File: src/rtl/ifetch_axi_rd_master_if.sv
// ---------------------------------------------------------------------------
// ifetch_axi_rd_master_if
// AXI4 read-address / read-data channel bundle between the instruction-fetch
// read master and the interconnect or instruction-memory slave.
//
// Signals:
//   m_arid, m_araddr, m_arlen, m_arsize, m_arburst, m_arvalid  master -> slave
//   m_arready                                                  slave -> master
//   m_rdata, m_rresp, m_rlast, m_rvalid                        slave -> master
//   m_rready                                                   master -> slave
// Modports: master (read master side), slave (memory / interconnect side).
// ---------------------------------------------------------------------------
interface ifetch_axi_rd_master_if #(
  parameter int ADDR_W = 32,
  parameter int ID_W   = 4
);
  logic [ID_W-1:0]   m_arid;
  logic [ADDR_W-1:0] m_araddr;
  logic [7:0]        m_arlen;
  logic [2:0]        m_arsize;
  logic [1:0]        m_arburst;
  logic              m_arvalid;
  logic              m_arready;
  logic [31:0]       m_rdata;
  logic [1:0]        m_rresp;
  logic              m_rlast;
  logic              m_rvalid;
  logic              m_rready;

  modport master (
    output m_arid, m_araddr, m_arlen, m_arsize, m_arburst, m_arvalid,
    input  m_arready,
    input  m_rdata, m_rresp, m_rlast, m_rvalid,
    output m_rready
  );

  modport slave (
    input  m_arid, m_araddr, m_arlen, m_arsize, m_arburst, m_arvalid,
    output m_arready,
    output m_rdata, m_rresp, m_rlast, m_rvalid,
    input  m_rready
  );
endinterface

File: src/rtl/ifetch_axi_rd_master.sv
// ---------------------------------------------------------------------------
// ifetch_axi_rd_master
// Single-outstanding AXI4 read master for the instruction-fetch stage. A
// one-cycle start pulse with a PC issues one single-beat 32-bit read; the
// instruction word comes back with a one-cycle done pulse.
//
// Ports:
//   clk        in   clock, rising edge
//   reset      in   synchronous active-high reset
//   axi_start  in   one-cycle request pulse (ignored while axi_busy)
//   axi_addr   in   fetch PC, sampled with axi_start
//   axi_done   out  one-cycle completion pulse
//   axi_rdata  out  instruction word, held until the next done
//   axi_err    out  qualifies axi_done (misaligned, non-OKAY, timeout)
//   axi_busy   out  transaction in progress
//   m_axi      AXI4 AR/R channels (master modport)
//
// Optional build macro IFETCH_TIMEOUT_EN: adds a watchdog that completes the
// request with an error after TIMEOUT_CYCLES cycles in AR/R, then drains the
// outstanding read in a DRAIN state without a second done.
//
// state | meaning
// ------+-------------------------------------------------------------
// IDLE  | no transaction; accepts axi_start
// AR    | m_arvalid high, waiting for m_arready
// R     | m_rready high, waiting for the rlast beat
// DRAIN | request already answered by timeout; absorbing the late read
// ---------------------------------------------------------------------------
module ifetch_axi_rd_master #(
  parameter int          ADDR_W         = 32,
  parameter int          ID_W           = 4,
  parameter int unsigned ARID_VAL       = 0,
  parameter int unsigned TIMEOUT_CYCLES = 256
) (
  input  logic                 clk,
  input  logic                 reset,
  input  logic                 axi_start,
  input  logic [ADDR_W-1:0]    axi_addr,
  output logic                 axi_done,
  output logic [31:0]          axi_rdata,
  output logic                 axi_err,
  output logic                 axi_busy,
  ifetch_axi_rd_master_if.master m_axi
);

  typedef enum logic [1:0] {
    S_IDLE  = 2'd0,
    S_AR    = 2'd1,
    S_R     = 2'd2
`ifdef IFETCH_TIMEOUT_EN
    , S_DRAIN = 2'd3
`endif
  } state_t;

  state_t            r_state, w_state_nxt;
  logic [ADDR_W-1:0] r_araddr;
  logic [31:0]       r_rdata, w_rdata_nxt;
  logic              r_done, r_err;
  logic              w_done_nxt, w_err_nxt, w_rdata_ld, w_addr_ld;
  logic              w_arvalid, w_rready, w_ar_hs, w_r_last_hs;

  assign w_arvalid = (r_state == S_AR);
`ifdef IFETCH_TIMEOUT_EN
  assign w_rready  = (r_state == S_R) || (r_state == S_DRAIN);
`else
  assign w_rready  = (r_state == S_R);
`endif
  assign w_ar_hs     = w_arvalid && m_axi.m_arready;
  assign w_r_last_hs = w_rready && m_axi.m_rvalid && m_axi.m_rlast;

`ifdef IFETCH_TIMEOUT_EN
  localparam int CNT_W = $clog2(TIMEOUT_CYCLES + 1);
  logic [CNT_W-1:0] r_cnt;
  logic             r_tmo;
  logic             w_tmo_exp;

  // Fires once, on the TIMEOUT_CYCLES-th cycle spent in AR/R.
  assign w_tmo_exp = ((r_state == S_AR) || (r_state == S_R)) && !r_tmo &&
                     (r_cnt == CNT_W'(TIMEOUT_CYCLES - 1));

  always_ff @(posedge clk) begin
    if (reset) begin
      r_cnt <= '0;
      r_tmo <= 1'b0;
    end else if (w_addr_ld) begin
      r_cnt <= '0;
      r_tmo <= 1'b0;
    end else if ((r_state == S_AR) || (r_state == S_R)) begin
      if (w_tmo_exp) r_tmo <= 1'b1;
      if (r_cnt != CNT_W'(TIMEOUT_CYCLES - 1)) r_cnt <= r_cnt + 1'b1;
    end
  end
`else
  // Keeps the parameter list identical in both builds.
  localparam int unsigned unused_timeout_cycles = TIMEOUT_CYCLES;
`endif

  always_ff @(posedge clk) begin
    if (reset) r_state <= S_IDLE;
    else       r_state <= w_state_nxt;
  end

  always_comb begin
    w_state_nxt = r_state;
    w_done_nxt  = 1'b0;
    w_err_nxt   = 1'b0;
    w_rdata_ld  = 1'b0;
    w_rdata_nxt = '0;
    w_addr_ld   = 1'b0;
    case (r_state)
      S_IDLE: begin
        if (axi_start) begin
          if (axi_addr[1:0] == 2'b00) begin
            w_addr_ld   = 1'b1;
            w_state_nxt = S_AR;
          end else begin
            // Misaligned: answer locally, never touch the bus.
            w_done_nxt = 1'b1;
            w_err_nxt  = 1'b1;
            w_rdata_ld = 1'b1;
          end
        end
      end
      S_AR: begin
        if (w_ar_hs) w_state_nxt = S_R;
`ifdef IFETCH_TIMEOUT_EN
        // Expiry in AR answers the request now but keeps arvalid up, since
        // an AXI master may not withdraw a valid before its handshake.
        if (w_tmo_exp) begin
          w_done_nxt = 1'b1;
          w_err_nxt  = 1'b1;
          w_rdata_ld = 1'b1;
        end
        if (w_ar_hs && (r_tmo || w_tmo_exp)) w_state_nxt = S_DRAIN;
`endif
      end
      S_R: begin
        if (w_r_last_hs) begin
          w_done_nxt  = 1'b1;
          w_err_nxt   = (m_axi.m_rresp != 2'b00);
          w_rdata_ld  = 1'b1;
          w_rdata_nxt = (m_axi.m_rresp == 2'b00) ? m_axi.m_rdata : 32'h0;
          w_state_nxt = S_IDLE;
        end
`ifdef IFETCH_TIMEOUT_EN
        else if (w_tmo_exp) begin
          w_done_nxt  = 1'b1;
          w_err_nxt   = 1'b1;
          w_rdata_ld  = 1'b1;
          w_state_nxt = S_DRAIN;
        end
`endif
      end
`ifdef IFETCH_TIMEOUT_EN
      S_DRAIN: begin
        if (w_r_last_hs) w_state_nxt = S_IDLE;
      end
`endif
      default: w_state_nxt = S_IDLE;
    endcase
  end

  always_ff @(posedge clk) begin
    if (reset) begin
      r_araddr <= '0;
      r_rdata  <= '0;
      r_done   <= 1'b0;
      r_err    <= 1'b0;
    end else begin
      r_done <= w_done_nxt;
      r_err  <= w_err_nxt;
      if (w_addr_ld)  r_araddr <= axi_addr;
      if (w_rdata_ld) r_rdata  <= w_rdata_nxt;
    end
  end

  assign axi_done  = r_done;
  assign axi_err   = r_err;
  assign axi_rdata = r_rdata;
  assign axi_busy  = (r_state != S_IDLE);

  assign m_axi.m_arid    = ID_W'(ARID_VAL);
  assign m_axi.m_araddr  = r_araddr;
  assign m_axi.m_arlen   = 8'd0;
  assign m_axi.m_arsize  = 3'b010;
  assign m_axi.m_arburst = 2'b01;
  assign m_axi.m_arvalid = w_arvalid;
  assign m_axi.m_rready  = w_rready;

endmodule

File: src/flat_wrapper.sv
// flat-port wrapper written by rule: the top's interface ports become plain ports
module ifetch_axi_rd_master_flat 
#(
  parameter int          ADDR_W         = 32,
  parameter int          ID_W           = 4,
  parameter int unsigned ARID_VAL       = 0,
  parameter int unsigned TIMEOUT_CYCLES = 256
)
  (clk, reset, axi_start, axi_addr, axi_done, axi_rdata, axi_err, axi_busy, m_axi_m_arid, m_axi_m_araddr, m_axi_m_arlen, m_axi_m_arsize, m_axi_m_arburst, m_axi_m_arvalid, m_axi_m_arready, m_axi_m_rdata, m_axi_m_rresp, m_axi_m_rlast, m_axi_m_rvalid, m_axi_m_rready);
  ifetch_axi_rd_master_if #(.ADDR_W(ADDR_W), .ID_W(ID_W)) m_axi_i ();
  input  logic clk;
  input  logic reset;
  input  logic axi_start;
  input  logic [ADDR_W-1:0] axi_addr;
  output logic axi_done;
  output logic [31:0] axi_rdata;
  output logic axi_err;
  output logic axi_busy;
  output wire logic [$bits(m_axi_i.m_arid)-1:0] m_axi_m_arid;
  output wire logic [$bits(m_axi_i.m_araddr)-1:0] m_axi_m_araddr;
  output wire logic [$bits(m_axi_i.m_arlen)-1:0] m_axi_m_arlen;
  output wire logic [$bits(m_axi_i.m_arsize)-1:0] m_axi_m_arsize;
  output wire logic [$bits(m_axi_i.m_arburst)-1:0] m_axi_m_arburst;
  output wire logic [$bits(m_axi_i.m_arvalid)-1:0] m_axi_m_arvalid;
  input wire logic [$bits(m_axi_i.m_arready)-1:0] m_axi_m_arready;
  input wire logic [$bits(m_axi_i.m_rdata)-1:0] m_axi_m_rdata;
  input wire logic [$bits(m_axi_i.m_rresp)-1:0] m_axi_m_rresp;
  input wire logic [$bits(m_axi_i.m_rlast)-1:0] m_axi_m_rlast;
  input wire logic [$bits(m_axi_i.m_rvalid)-1:0] m_axi_m_rvalid;
  output wire logic [$bits(m_axi_i.m_rready)-1:0] m_axi_m_rready;
  assign m_axi_m_arid = m_axi_i.m_arid;
  assign m_axi_m_araddr = m_axi_i.m_araddr;
  assign m_axi_m_arlen = m_axi_i.m_arlen;
  assign m_axi_m_arsize = m_axi_i.m_arsize;
  assign m_axi_m_arburst = m_axi_i.m_arburst;
  assign m_axi_m_arvalid = m_axi_i.m_arvalid;
  assign m_axi_i.m_arready = m_axi_m_arready;
  assign m_axi_i.m_rdata = m_axi_m_rdata;
  assign m_axi_i.m_rresp = m_axi_m_rresp;
  assign m_axi_i.m_rlast = m_axi_m_rlast;
  assign m_axi_i.m_rvalid = m_axi_m_rvalid;
  assign m_axi_m_rready = m_axi_i.m_rready;
  ifetch_axi_rd_master #(.ADDR_W(ADDR_W), .ID_W(ID_W), .ARID_VAL(ARID_VAL), .TIMEOUT_CYCLES(TIMEOUT_CYCLES)) u_core (.clk(clk), .reset(reset), .axi_start(axi_start), .axi_addr(axi_addr), .axi_done(axi_done), .axi_rdata(axi_rdata), .axi_err(axi_err), .axi_busy(axi_busy), .m_axi(m_axi_i));
endmodule
File: config.mk
export PLATFORM = sky130hd
export DESIGN_NAME = ifetch_axi_rd_master_flat
export DESIGN_NICKNAME = d
export VERILOG_FILES = /design/src/rtl/ifetch_axi_rd_master_if.sv /design/src/rtl/ifetch_axi_rd_master.sv /design/src/flat_wrapper.sv
export SDC_FILE = /design/constraint.sdc
export NUM_CORES = 1
export LEC_CHECK = 0
export CAP_MARGIN = 5
export CORE_ASPECT_RATIO = 1.1
export CORE_MARGIN = 1
export CORE_UTILIZATION = 30
export DETAILED_ROUTE_END_ITERATION = 10
export GPL_ROUTABILITY_DRIVEN = 0
export GPL_TIMING_DRIVEN = 0
export PLACE_DENSITY = 0.62
export SETUP_SLACK_MARGIN = 0.02
export SLEW_MARGIN = 20
export SYNTH_ARGS = -nofsm -noshare
export SYNTH_HDL_FRONTEND = slang
export SYNTH_SLANG_ARGS = --single-unit
File: constraint.sdc
create_clock -name clk -period 1.5 [get_ports clk]
set_clock_uncertainty 0.05 [all_clocks]
set_input_delay 0.3 -clock clk [delete_from_list [all_inputs] [get_ports clk]]
set_output_delay 0.3 -clock clk [all_outputs]
set_load 0.05 [all_outputs]
==> impl_metrics.csv, run 1 <==
group,metric,value,unit
status,status,"finished with violations",
status,violations,"negative setup slack",
sta,timing.final.crit_period,1.66,ns
logic_synthesis,synth_area,3010,um^2
logic_synthesis,yosys_warnings,0,
sta,final_max_slew_viol_count,0,
drt,viasPerCell,4.74,
final_layout,diodes,0,
placement,pre_cts_ws,-0.701,ns
run,cap_violations,0,
cts,ctsHoldBuffers,0,
drt,drc_errors,0,
die,die_h,107,um
sta,hold_violations,0,
sta,setup_viol,65,
logic_synthesis,syn_area_per_cell,9.26,um^2
sta,fmax,0.604,GHz
logic_synthesis,synth_cell_types,22,
critical_path,cp_max_fo,5,
logic_synthesis,ys_seq_area_share,45.2,%
sta,worst_pin_slew,0.529,ns
final_layout,utilization,55.7,%
critical_path,r2r_slack,-0.16,ns
die,initial_core_util,31.6,%
critical_path,crit_type,"flip-flop to flip-flop",
grt,grt_pass1_vias,2895,
final_layout,mostFrequentLayoutCells,"clkdlybuf4s50_1 (69), clkdlybuf4s15_2 (66), dfxtp_1 (66)",
critical_path,reg2reg_from,"u_core.r_state[0]",
power,power_density,895,nW/um^2
critical_path,end_kind,"flip-flop",
cts,cts.sinks,68,
sta,rsz0062_at_grt,"yes",
critical_path,startpoint_type,"flip-flop",
placement,dp.cells,596,
die,rows,37,
grt,grt_max_degree,13,
die,coreArea,9540,um^2
drt,routed_wl,9.09,mm
final_layout,mostFrequentLayoutCell,"clkdlybuf4s50_1",
critical_path,r2r-end,"u_core.m_axi.m_araddr[19]",
final_layout,drive_above_1_share,29.5,%
sta,max_slew_margin,64.7,%
grt,grt-ovfl-total,0,
critical_path,reg2reg_depth,6,
cts,cts_made_buffers,9,
placement,port_buffers,139,
cts,clock_latency,0.34,ns
power,power.leakage,1.92,nW
drt,wl_per_cell,14.5,um
drt,drt_iter0_markers,90,
cts,clk_path_buf_depth,2,
min_path,min_path_type,"primary input to flip-flop",
sta,finalWorstSetupSlack,-0.156,ns
drt,via_count,2975,
cts,ctsHtreeMaxLevel,3,
logic_synthesis,syn_inst,325,
sta,hold_ws,0.342,ns
drt,postRouteAntennaNets,0,
cts,clock-root-buffer,"clkbuf_8",
critical_path,worstPathRequired,1.73,ns
drt,drtPass1Iterations,5,
die,io_pins,158,
grt,grtUsageTotal,17.2,%
sta,fin_crit_sh,110,%
critical_path,endpoint,"u_core.m_axi.m_araddr[19]",
critical_path,crit_start,"u_core.r_state[0]",
grt,antenna_found_initial,0,
critical_path,arrival,1.89,ns
final_layout,stdcell_count,628,
grt,grt_pass1_wl,14.5,mm
cts,cts.clk_slew.worst_paths,0.08,ns
final_layout,synthToLayoutAreaGrowth,76.4,%
final_layout,final_nets,578,
die,die_area,10400,um^2
cts,cts_tree,"built",
placement,hpwl,6.33,mm
die,dieWidth,97.5,um
power,ir_drop,388,uV
logic_synthesis,synth-seq-cells,68,
==> flip-flops by register name, indices dropped and copies added, names as in the netlist <==
name / count
u_core.axi_rdata: 32
u_core.m_axi.m_araddr: 32
u_core.r_state: 2
u_core.axi_done: 1
u_core.axi_err: 1
==> area by class of cell <==
| class | count | area [um^2] |
|---|---|---|
| buffer | 47 | 344 |
| clock buffer | 10 | 138 |
| clock inverter | 6 | 135 |
| fill | 869 | 4230 |
| inverter | 1 | 3.75 |
| multi-input combinational | 223 | 1470 |
| sequential | 68 | 1370 |
| tap | 117 | 146 |
| timing repair buffer | 156 | 1700 |
==> critical path, stage by stage, from the launching register on <==
cell	delay, ns
dfxtp_2	0.34
or3b_1	0.39
buf_6	0.14
nor3_4	0.13
buf_6	0.20
clkbuf_16	0.17
mux2i_1	0.18
==> cell usage after synthesis <==
| master | instances | area (um^2) |
|---|---|---|
| dfxtp_1 | 68 | 1360 |
| nand2b_1 | 61 | 382 |
| a21oi_1 | 35 | 175 |
| nand3_1 | 33 | 165 |
| o211ai_1 | 32 | 240 |
| mux2i_1 | 30 | 300 |
| clkbuf_1 | 27 | 101 |
| buf_4 | 17 | 128 |
| nor2_1 | 4 | 15.0 |
| buf_6 | 3 | 33.8 |
| conb_1 | 2 | 7.51 |
| nor2b_1 | 2 | 12.5 |
| nor3b_1 | 2 | 15.0 |
| a22oi_1 | 1 | 7.51 |
| and4b_1 | 1 | 10.0 |
| buf_2 | 1 | 5.00 |
| inv_1 | 1 | 3.75 |
| nand4b_1 | 1 | 8.76 |
| nor3_4 | 1 | 16.3 |
| or2_1 | 1 | 6.26 |
| or3_1 | 1 | 6.26 |
| or3b_1 | 1 | 8.76 |
==> worst min-delay path by stage <==
stage / cells after the start / endpoint / start / slack [ns]
after CTS: 3 / u_core.r_state[0] / axi_start / 0.30
after floorplan: 2 / u_core.r_state[0] / axi_start / 0.40
after global routing: 3 / u_core.r_state[0] / axi_start / 0.35
final: 3 / u_core.r_state[0] / axi_start / 0.34
after global placement: 2 / u_core.m_axi.m_araddr[21] / u_core.m_axi.m_araddr[21] / 0.41
after detailed placement: 2 / u_core.m_axi.m_araddr[11] / u_core.m_axi.m_araddr[11] / 0.41
==> routing by layer <==
| metal | vias to the layer above | share of wire (%) | wire length, um | global-route usage [%] |
|---|---|---|---|---|
| met1 | 1378 | 43 | 3880 | 20.1 |
| met3 | 11 | 9.7 | 883 | 6.84 |
| met4 | 0 | 1.1 | 103 | 5.88 |
| met5 | - | 0 | 0 | 0 |
| li1 | 1452 | - | - | - |
| met2 | 134 | 46 | 4220 | 28.7 |
==> power breakdown <==
group	internal [W]	total, W	switching, W
combinational	0.000401	0.000837	0.000437
clock	0.00132	0.00206	0.000743
sequential	0.00184	0.00186	0.0000187
==> metrics by stage <==
stage	setup TNS, ns	area, um^2	power (W)
finish	-4.61	5310	0.00475
global route	-9.69	5310	0.00490
CTS	-6.14	5170	0.00476
detailed placement	-39.38	4620	0.00264
global placement	-38.26	4620	0.00264
floorplan	-1.84	3080	0.00233
==> kinds of logic after synthesis <==
group,after synthesis,synth area share [%]
mux,30,9.98
buf+inv,49,9.02
flops,68,45.2
other cells,2,0.250
simple gates,108,21.5
compound gates,68,14.1
==> timing repair <==
action | 4_1_cts | 5_1_grt
pin swaps | 6 | 18
gates cloned | 3 | 2
endpoints found under the setup margin | 133 | 70
gates resized for setup | 252 | 27
setup buffers | 8 | 4
No activity file was read; power rests on OpenSTA's default activity.
==> run 2: changes to the inputs <==
--- a/config.mk
+++ b/config.mk
@@ -7,7 +7,7 @@
 export LEC_CHECK = 0
 export CAP_MARGIN = 5
 export CORE_ASPECT_RATIO = 1.1
-export CORE_MARGIN = 1
+export CORE_MARGIN = 3
 export CORE_UTILIZATION = 30
 export DETAILED_ROUTE_END_ITERATION = 10
 export GPL_ROUTABILITY_DRIVEN = 0
==> impl_metrics.csv, run 2 (synthesis gave the netlist of run 1 again) <==
group,metric,value,unit
sta,worst_pin_slew,0.514,ns
cts,clock-root-buffer,"clkbuf_8",
critical_path,crit_chain,"or3b_4, nor3_4, buf_6, buf_12, clkbuf_16, mux2i_1",
power,clkPwrFrac,32.1,%
power,power_density,762,nW/um^2
status,status,"finished with violations",
drt,drtPass1Iterations,4,
die,die_area,11300,um^2
placement,hpwl,6.40,mm
cts,cts.sinks,68,
final_layout,multi_input_area,1480,um^2
power,power.switching,0.00113,W
cts,cts_tree,"built",
drt,routed_wl,8.99,mm
drt,postRouteAntennaNets,0,
critical_path,cp_max_fo,6,
drt,wl_per_cell,14.3,um
drt,viasPerCell,4.68,
critical_path,end_kind,"flip-flop",
cts,ctsHtreeMaxLevel,3,
die,dieWidth,101,um
die,initial_core_util,31.4,%
grt,met1_usage,20.1,%
final_layout,synthToLayoutAreaGrowth,72.3,%
sta,hold_violations,0,
sta,rsz0062_at_grt,"yes",
sta,final_max_slew_viol_count,0,
grt,top_usage_layer,"met2",
cts,clock_latency,0.32,ns
grt,use_met2,24.8,%
critical_path,cpMaxStageDelayCell,"or3b_4",
drt,drt_iter0_markers,103,
final_layout,n_fill_cell,892,
cts,clk_path_buf_depth,2,
critical_path,slowest_delay,0.41,ns
run,cap_violations,0,
placement,dp.cells,596,
grt,grt-ovfl-total,0,
critical_path,startpoint_type,"flip-flop",
grt,grt_max_degree,12,
critical_path,arrival,1.79,ns
final_layout,diodes,0,
critical_path,crit_type,"flip-flop to flip-flop",
die,rows,37,
final_layout,final_design_area_no_fill,5180,um^2
sta,timing.final.crit_period,1.58,ns
final_layout,mostFrequentLayoutCells,"clkdlybuf4s50_1 (69), dfxtp_1 (66), clkdlybuf4s15_2 (65)",
sta,setup_viol,58,
placement,postPlaceCellArea,4620,um^2
power,power.leakage,1.88,nW
grt,grtUsageMet3,6.17,%
power,seqPwrFrac,47.0,%
grt,antenna_found_initial,0,
final_layout,ff_latch_area,1370,um^2
sta,max_slew_margin,65.7,%
critical_path,cp_top_family,"simple AND/OR/NAND/NOR gates",
power,internal_power,0.00282,W
critical_path,worstPathRequired,1.71,ns
cts,cts_made_buffers,9,
final_layout,mostFrequentLayoutCell,"clkdlybuf4s50_1",
grt,grt_pass1_wl,14.5,mm
grt,grt_pass1_vias,2934,
die,io_pins,158,
placement,port_buffers,139,
die,coreArea,9580,um^2
die,die_h,111,um
power,ir_drop,370,uV
final_layout,final_nets,579,
drt,drc_errors,0,
grt,grtUsageTotal,15.7,%
final_layout,drive_above_1_share,29.5,%
status,violations,"negative setup slack",
final_layout,stdcell_count,629,
min_path,min_path_type,"primary input to flip-flop",
sta,fin_crit_sh,105,%
drt,via_count,2944,
sta,finalWorstSetupSlack,-0.0818,ns
sta,fmax,0.632,GHz
cts,cts.clk_slew.worst_paths,0.07,ns
critical_path,cp_num_buf_inv,3,
power,p_comb_share,20.9,%
power,p_sw_share,28.6,%
==> run 2: path summary, 6_finish.rpt <==
kind / from / endpoint / slack (ns) / depth (start not counted)
worst max-delay path: u_core.r_state[1] / u_core.m_axi.m_araddr[14] / -0.08 / 6
worst max register to register: u_core.r_state[1] / u_core.m_axi.m_araddr[14] / -0.08 / 6
worst min-delay path: axi_start / u_core.r_state[0] / 0.38 / 3
worst min register to register: u_core.m_axi.m_araddr[30] / u_core.m_axi.m_araddr[30] / 0.42 / 2
==> run 2: timing repair <==
item,in CTS,in global routing
buffers inserted,9,6
endpoints found under the setup margin,132,72
hold buffers,0,0
pin swaps,4,6
cloned,4,1
resized for setup,253,25
==> run 2: final cells by class <==
class	count	area share (%)
Sequential cell	68	26.4
Clock buffer	11	2.53
Tap cell	117	2.82
Buffer	45	6.03
Timing Repair Buffer	159	33.1
Clock inverter	5	0.555
Inverter	1	0.0724
Multi-Input combinational cell	223	28.5
==> run 2: layer usage <==
layer | up-vias | part of all wire (%)
met2 | 134 | 45
li1 | 1459 | -
met5 | - | 0
met4 | 0 | 0.70
met3 | 6 | 10
met1 | 1345 | 44
==> run 2: power groups by stage <==
stage / combinational (W) / sequential (W) / clock [W]
floorplan: 0.000323 / 0.00201 / 0
global placement: 0.000747 / 0.00190 / 0
detailed placement: 0.000748 / 0.00190 / 0
CTS: 0.000813 / 0.00186 / 0.00133
global route: 0.000877 / 0.00186 / 0.00140
finish: 0.000825 / 0.00186 / 0.00127
==> run 2: through the flow <==
step | power (W) | worst slack [ns] | util (%) | hold WS (ns) | setup TNS [ns]
floorplan | 0.00233 | -0.0630 | - | 0.398 | -1.84
global placement | 0.00265 | -0.631 | 48.2 | 0.408 | -36.07
detailed placement | 0.00265 | -0.670 | 48.2 | 0.413 | -37.90
CTS | 0.00400 | -0.182 | 53.3 | 0.322 | -6.65
global route | 0.00414 | -0.160 | 54.1 | 0.383 | -7.29
finish | 0.00395 | -0.0818 | 54.1 | 0.384 | -2.03
==> run 2: worst register-to-register path, cell delays in order (launching register included) <==
cell and delay, ns:
dfxtp_4 0.35, or3b_4 0.41, nor3_4 0.13, buf_6 0.13
buf_12 0.13, clkbuf_16 0.15, mux2i_1 0.17
